--- src/rtl/iir_decim_out.sv ---
// Decimating output stage for the iir_filter chain.
// Keeps one sample in R, rounds, shifts, saturates, and queues the result in a first-word-fallthrough FIFO.
module iir_decim_out #(
  parameter int unsigned w     = 32,
  parameter int unsigned FW    = 16,
  parameter int unsigned OW    = 16,
  parameter int unsigned SH    = 8,
  parameter int unsigned R     = 8,
  parameter int unsigned DEPTH = 4
) (
  input  logic          clk,
  input  logic          rst,
  input  logic          en,
  input  logic [w-1:0]  in,
  output logic [OW-1:0] out_data,
  output logic          out_valid,
  input  logic          out_ready,
  output logic          sat,
  output logic          overflow
);

  localparam int unsigned AW   = $clog2(DEPTH);
  localparam int unsigned PW   = AW + 1;
  localparam int unsigned PH_W = (R > 1) ? $clog2(R) : 1;
  localparam int unsigned XW   = w + 1;

  // Half-LSB rounding constant at the post-shift scale; zero when no shift is applied.
  localparam logic [XW-1:0] RND =
    (SH == 0) ? '0 : (XW'(1) << ((SH == 0) ? 0 : (SH - 1)));
  localparam logic signed [XW-1:0] HI = {{(XW-OW+1){1'b0}}, {(OW-1){1'b1}}};
  localparam logic signed [XW-1:0] LO = {{(XW-OW+1){1'b1}}, {(OW-1){1'b0}}};

  if (SH >= w || R < 1 || DEPTH < 2 || (DEPTH & (DEPTH - 1)) != 0 || FW > w || OW > w)
  begin : g_param_chk
    $error("iir_decim_out: illegal parameterisation");
  end

  logic [PH_W-1:0]       ph;
  logic                  s_vld;
  logic [OW-1:0]         s_data;
  logic [PW-1:0]         wptr;
  logic [PW-1:0]         rptr;
  logic [OW-1:0]         mem [DEPTH];

  logic                  last_ph_c;
  logic                  capture_c;
  logic signed [XW-1:0]  t_c;
  logic signed [XW-1:0]  sh_c;
  logic [OW-1:0]         q_c;
  logic                  clip_c;
  logic                  full_c;
  logic                  pop_c;
  logic                  push_c;

  // Decimation phase and capture decision.
  always_comb begin
    last_ph_c = (ph == PH_W'(R - 1));
    capture_c = en && last_ph_c;
  end

  // Round half-up, arithmetic shift, clamp to the output range.
  always_comb begin
    t_c    = $signed({in[w-1], in}) + $signed(RND);
    sh_c   = t_c >>> SH;
    q_c    = sh_c[OW-1:0];
    clip_c = 1'b0;
    if (sh_c > HI) begin
      q_c    = HI[OW-1:0];
      clip_c = 1'b1;
    end else if (sh_c < LO) begin
      q_c    = LO[OW-1:0];
      clip_c = 1'b1;
    end
  end

  // FIFO status; a pop in the same cycle frees the slot for a push on a full FIFO.
  always_comb begin
    full_c    = (wptr[AW] != rptr[AW]) && (wptr[AW-1:0] == rptr[AW-1:0]);
    out_valid = (wptr != rptr);
    pop_c     = out_valid && out_ready;
    push_c    = s_vld && (!full_c || pop_c);
    out_data  = out_valid ? mem[rptr[AW-1:0]] : '0;
  end

  always_ff @(posedge clk) begin
    if (rst) begin
      ph       <= '0;
      s_vld    <= 1'b0;
      s_data   <= '0;
      sat      <= 1'b0;
      wptr     <= '0;
      rptr     <= '0;
      overflow <= 1'b0;
    end else begin
      if (en) begin
        ph <= last_ph_c ? '0 : ph + PH_W'(1);
      end
      s_vld <= capture_c;
      sat   <= capture_c && clip_c;
      if (capture_c) begin
        s_data <= q_c;
      end
      if (push_c) begin
        wptr <= wptr + PW'(1);
      end
      if (pop_c) begin
        rptr <= rptr + PW'(1);
      end
      // Dropped samples are flagged, never stalled: the IIR stage has no backpressure.
      if (s_vld && !push_c) begin
        overflow <= 1'b1;
      end
    end
  end

  // Storage needs no reset; out_data is gated by out_valid.
  always_ff @(posedge clk) begin
    if (push_c) begin
      mem[wptr[AW-1:0]] <= s_data;
    end
  end

endmodule
--- config.mk ---
export PLATFORM = sky130hd
export DESIGN_NAME = iir_decim_out
export DESIGN_NICKNAME = d
export VERILOG_FILES = /design/src/rtl/iir_decim_out.sv
export SDC_FILE = /design/constraint.sdc
export NUM_CORES = 1
export LEC_CHECK = 0
export CAP_MARGIN = 20
export CELL_PAD_IN_SITES_DETAIL_PLACEMENT = 2
export CELL_PAD_IN_SITES_GLOBAL_PLACEMENT = 2
export CORE_ASPECT_RATIO = 1.75
export CORE_MARGIN = 1.5
export CORE_UTILIZATION = 40
export CTS_CLUSTER_DIAMETER = 200
export DETAILED_ROUTE_END_ITERATION = 12
export GPL_ROUTABILITY_DRIVEN = 1
export PLACE_DENSITY = 0.81
export SETUP_SLACK_MARGIN = 0.1
export SYNTH_ARGS = -nofsm -noshare
export SYNTH_HDL_FRONTEND = slang
export SYNTH_SLANG_ARGS = --single-unit
--- constraint.sdc ---
create_clock -name clk -period 5.4 [get_ports clk]
set_input_delay 1.08 -clock clk [delete_from_list [all_inputs] [get_ports clk]]
set_output_delay 1.08 -clock clk [all_outputs]
set_load 0.1 [all_outputs]
==> impl_metrics.ini, run 1 <==
[status]
outcome = finished, final reports clean

[clocking]
tritoncts = done
numCtsBuffers = 9
h-tree-depth = 3
cts.path.max_buffers = 2
cts_resized = 0
post_cts_buffers = 0
clk_pin_slew_ps = 70
cts.sinks = 94
clk_root_buffer_cell = clkbuf_16
clock_latency_ps = 340
cts_hold_buf = 0

[critical_path]
path_max_fanout = 16
worstPathArrival_ps = 2830
crit_type = register to output pin
reg2reg_slack_ps = 2880
startpoint_type = register
crit_required_ps = 4320
end_kind = output pin

[yosys]
synth_fa_ha_area_share_pct = 2.315
synth_top_cell_by_area = edfxtp_1
synth_xor_area_share_pct = 4.456
synth.area.mux_share_pct = 9.259
ys_top_cells_by_count = edfxtp_1, dfxtp_1, nor2_1
yosys.cell_count.top_type = edfxtp_1
synth_top_area_share_pct = 44.44
netlist_top_cells_area = edfxtp_1, dfxtp_1, mux4_2
synth_compound_area_share_pct = 7.639
synthSimpleGateAreaFrac_pct = 15.54
ys_seq_area_share_pct = 58.33
synth-seq-cells = 94
synth_edf_count = 64
avgSynthCellArea_um2 = 12.99
syn_nets = 377
synth_top_family_by_area = simple AND/OR/NAND/NOR gates
synthDistinctLibCells = 48
synth_cells = 333
synthArstFlopShare_pct = 0
synthFlopType = edfxtp_1
ys_warn_count = 0
netlist_area_mm2 = 0.004324

[placed_design]
place_ws_ps = 1240
place.gp.congestion = 0.8649
dp_hpwl_um = 8622
dp_cells = 502
placed_area_mm2 = 0.004937
port_buffers = 47

[floorplanning]
die-area_mm2 = 0.01147
core-area_mm2 = 0.01064
die_w_um = 81.60
num_rows = 50
initial_core_util_pct = 40.66
io_pins = 55
die_y_um = 140.5

[final_layout]
fin_cells = 518
antenna_cells = 0
fin_area_mm2 = 0.005214
utilization_pct = 49.02
drive_gt1_share_pct = 13.40
syn2layout_area_growth_pct = 20.57
fin_nets = 427

[min_path]
holdCritPathClass = register to register

[power_and_ir_drop]
power_mw = 1.406
power_density_mw_per_mm2 = 269.6
ir_drop_mv = 0.1695
leakage_nw = 1.556

[sta]
final_hold_viol_count = 0
layout_setup_ws_ps = 1486
timing.hold.ws_ps = 488.0
fin_crit_sh_pct = 72.48
setup_viol = 0
slew_violations = 0
fin_skew_ps = 8.308
slew_headroom_pct = 30.06
period_needed_ps = 3914
tns_ps = 0
tightest_slew_ps = 1048
rsz0062_at_grt = no
fmax_ghz = 0.2555

[drt]
wl_per_cell_um = 21.65
first_iter_violations = 62
drt-total-wl_um = 11210
ant_nets = 0
drtPass1Iterations = 4
drcViolationCount = 0
vias_per_cell = 5.724
vias = 2965

[global_route]
grtUsageTotal_pct = 21.15
antenna_found_initial = 0
grt_max_degree = 18
grt_pass1_wl_um = 17690
grt_pass1_vias = 3283
gr-total-overflow = 0

[job]
drv_cap = 0
==> worst max-delay path: stages (launching register included) <==
cell             delay (ps)
dfxtp_1                 810
mux4_2                  330
nor2b_1                 190
clkdlybuf4s50_1        1160
==> state kept, by name, indices dropped and copies added, names as in the netlist, named ones only <==
register / cells
sat: 1
s_vld: 1
mem: 64
wptr: 3
rptr: 3
s_data: 16
ph: 3
overflow: 1
==> placed cells by master, fill, tap and decap left out, types with 2 or more instances in the layout <==
cell | Yosys | final
edfxtp_1 | 64 | 64
clkdlybuf4s50_1 | 0 | 47
dfxtp_1 | 30 | 30
nand2_1 | 26 | 26
nor2_1 | 28 | 24
nor2b_1 | 17 | 17
mux4_2 | 16 | 16
o211ai_1 | 14 | 14
inv_1 | 12 | 12
xnor2_1 | 12 | 12
xor2_1 | 10 | 10
nand4_1 | 10 | 10
clkbuf_16 | 0 | 9
ha_1 | 8 | 8
a21oi_1 | 7 | 7
nor4_1 | 6 | 6
nand3_1 | 6 | 6
o21ai_0 | 5 | 5
nor3_1 | 5 | 5
clkinvlp_4 | 0 | 5
nor2_2 | 0 | 4
mux2i_1 | 4 | 4
a32oi_1 | 4 | 4
nand2b_1 | 3 | 3
and4_1 | 3 | 3
and4_2 | 3 | 3
buf_4 | 0 | 3
nor3b_1 | 3 | 2
a311oi_1 | 2 | 2
nor4b_1 | 2 | 2
and3_1 | 2 | 2
a211oi_1 | 2 | 2
==> per-layer routing <==
layer | GRT usage (%) | wire, um | up-vias
met5 | 0 | 0 | -
met4 | 8.029 | 302 | 0
met3 | 2.345 | 226 | 17
met2 | 40.54 | 6494 | 60
met1 | 22.62 | 4190 | 1517
li1 | - | - | 1371
==> kinds of logic (layout without fill, tap and decap cells) <==
| group | count (synthesis) | in the layout |
|---|---|---|
| buffers and inverters | 24 | 79 |
| AO/OA/AOI/OAI | 43 | 43 |
| adder cells (fa/ha/maj) | 8 | 8 |
| flip-flops | 94 | 94 |
| AND/OR/NAND/NOR | 122 | 122 |
| multiplexers | 20 | 20 |
| XOR/XNOR | 22 | 22 |
==> power by group <==
part	internal (mW)	switching, mW	total [mW]
clock	0.312	0.264	0.576
sequential	0.760	0.000950	0.761
combinational	0.0308	0.0376	0.0684
total	1.10	0.303	1.41
==> path summary, 6_finish.rpt <==
check	start	to	cells after the start
hold / removal	ph[1]	ph[1]	2
setup / recovery	register	out_data[11]	3
hold reg to reg	ph[1]	ph[1]	2
setup reg to reg	ph[0]	s_data[3]	8
==> area by class of cell <==
type	count	area (um^2)
clock buffer	9	225.2
clock inverter	7	51.30
fill	1050	5421
inverter	13	48.80
multi-input combinational	215	1710
sequential	94	2522
tap	130	162.7
timing repair buffer	50	493.0
Power figures use the tool's default switching activity.
==> run 2, diff against run 1 <==
--- a/config.mk
+++ b/config.mk
@@ -10,11 +10,11 @@
 export CELL_PAD_IN_SITES_GLOBAL_PLACEMENT = 2
 export CORE_ASPECT_RATIO = 1.75
 export CORE_MARGIN = 1.5
-export CORE_UTILIZATION = 40
+export CORE_UTILIZATION = 34
 export CTS_CLUSTER_DIAMETER = 200
 export DETAILED_ROUTE_END_ITERATION = 12
 export GPL_ROUTABILITY_DRIVEN = 1
-export PLACE_DENSITY = 0.81
+export PLACE_DENSITY = 0.73
 export SETUP_SLACK_MARGIN = 0.1
 export SYNTH_ARGS = -nofsm -noshare
 export SYNTH_HDL_FRONTEND = slang
==> constraint.sdc (replaced) <==
create_clock -name clk -period 3.4 [get_ports clk]
set_input_delay 0.68 -clock clk [delete_from_list [all_inputs] [get_ports clk]]
set_output_delay 0.68 -clock clk [all_outputs]
set_load 0.1 [all_outputs]
==> impl_metrics.ini, run 2 (same netlist as run 1, synthesis figures left out) <==
[drt]
vias = 2973
first_iter_violations = 68
drcViolationCount = 0
drtPass1Iterations = 4
ant_nets = 0
vias_per_cell = 5.170
drt-total-wl_um = 10740
wl_per_cell_um = 18.67

[final_layout]
drive_gt1_share_pct = 23.59
final_cell_mix = edfxtp_1, buf_4, dfxtp_1, nor2_1, clkdlybuf4s50_1
fin_cells = 575
final_common_cell = edfxtp_1
utilization_pct = 43.71
fillCellCount = 1307
largest_reg_flops = 64
syn2layout_area_growth_pct = 25.67
antenna_cells = 0
fin_nets = 446

[power_and_ir_drop]
power_density_mw_per_mm2 = 443.9
leakage_nw = 1.756
ir_drop_mv = 0.1987

[critical_path]
end_kind = register
reg2reg_slack_ps = 1020
crit_slowest_cell = a21oi_1
crit_path_cell_trace = clkdlybuf4s50_1 > ha_1 > nand4_1 > nor4_4 > xnor2_1 > a211oi_1 > a21oi_1 > o211ai_1
max_stage_delay_ps = 700
critPathTopFamily = compound AO/OA/AOI/OAI gates
path_max_fanout = 11
crit_required_ps = 3580
startpoint_type = primary input
crit_type = primary input to register
worstPathArrival_ps = 3240
crit_buf_inv = 1

[clocking]
clk_pin_slew_ps = 70
tritoncts = done
clock_latency_ps = 340
cts_hold_buf = 0
numCtsBuffers = 9
h-tree-depth = 3
cts_resized = 0
clk_root_buffer_cell = clkbuf_16
post_cts_buffers = 0
cts.path.max_buffers = 2
cts.sinks = 94

[floorplanning]
num_rows = 54
initial_core_util_pct = 34.78
die_y_um = 152.2
core-area_mm2 = 0.01243
io_pins = 55
die-area_mm2 = 0.01343
die_w_um = 88.25

[sta]
final_hold_viol_count = 0
fmax_ghz = 0.3274
period_needed_ps = 3054
tightest_slew_ps = 856.6
tns_ps = 0
fin_crit_sh_pct = 89.83
fin_skew_ps = 8.002
rsz0062_at_grt = no
slew_headroom_pct = 42.89
setup_viol = 0
slew_violations = 0

[job]
drv_cap = 0

[placed_design]
dp_cells = 559
dp_hpwl_um = 8253
port_buffers = 47
place.gp.congestion = 0.9001

[global_route]
gr-total-overflow = 0
grt_max_degree = 18
grt_pass1_vias = 3378
antenna_found_initial = 0
grt_pass1_wl_um = 17760
grtUsageTotal_pct = 17.64

[min_path]
holdCritPathClass = register to register

[status]
outcome = finished, final reports clean
run 2: changes by cell type in the layout (fill, tap and decap cells not counted), sizes merged:
cell           delta
bufinv            +2
clkinvlp          -5
buf              +38
inv               +4
clkinv            -1
clkdlybuf4s50    -19
run 2: path summary, 6_finish.rpt:
kind	cells past startpoint	to	start
worst max-delay path	8	s_data[7]	in[8]
worst min-delay path	2	overflow	overflow
worst max register to register	8	s_data[7]	ph[0]
worst min register to register	2	overflow	overflow
run 2: per-layer routing:
metal	wire, um	part of all wire, %	GRT usage (%)
met1	3942	37	19.13
met2	6159	57	32.68
met3	232	2.2	2.546
met4	403	3.8	7.813
met5	0	0	0
run 2: cell type report:
type | instances | area [um^2] | share of cell area (%)
repair buffers | 69 | 600.6 | 11.05
clock inverters | 7 | 101.3 | 1.865
inverters | 13 | 48.80 | 0.8980
multi-input cells | 215 | 1725 | 31.75
well taps | 168 | 210.2 | 3.868
clock buffers | 9 | 225.2 | 4.145
flip-flops and latches | 94 | 2522 | 46.42
run 2: where the power goes:
part	switching, mW	internal, mW	leakage, nW	total, mW
registers	0.00155	1.21	0.688	1.21
clock network	0.430	0.653	0.161	1.08
logic	0.0619	0.0575	0.907	0.119
total	0.494	1.92	1.76	2.41
run 2: tightest hold or removal path, stage by stage (launching register included):
cell	delay [ps]
dfxtp_1	330
a21oi_1	40
nor2_1	70
run 2: per-stage QoR:
stage	power (mW)	hold WS, ps	setup slack [ps]	area [um^2]
2_1_floorplan	1.275	443.5	443.3	4349
5_1_grt	2.494	517.4	108.6	5434
4_1_cts	2.435	481.6	285.4	5434
6_report	2.412	477.1	345.7	5434
3_3_place_gp	1.349	452.9	19.33	5107
3_5_place_dp	1.355	463.7	-81.54	5107
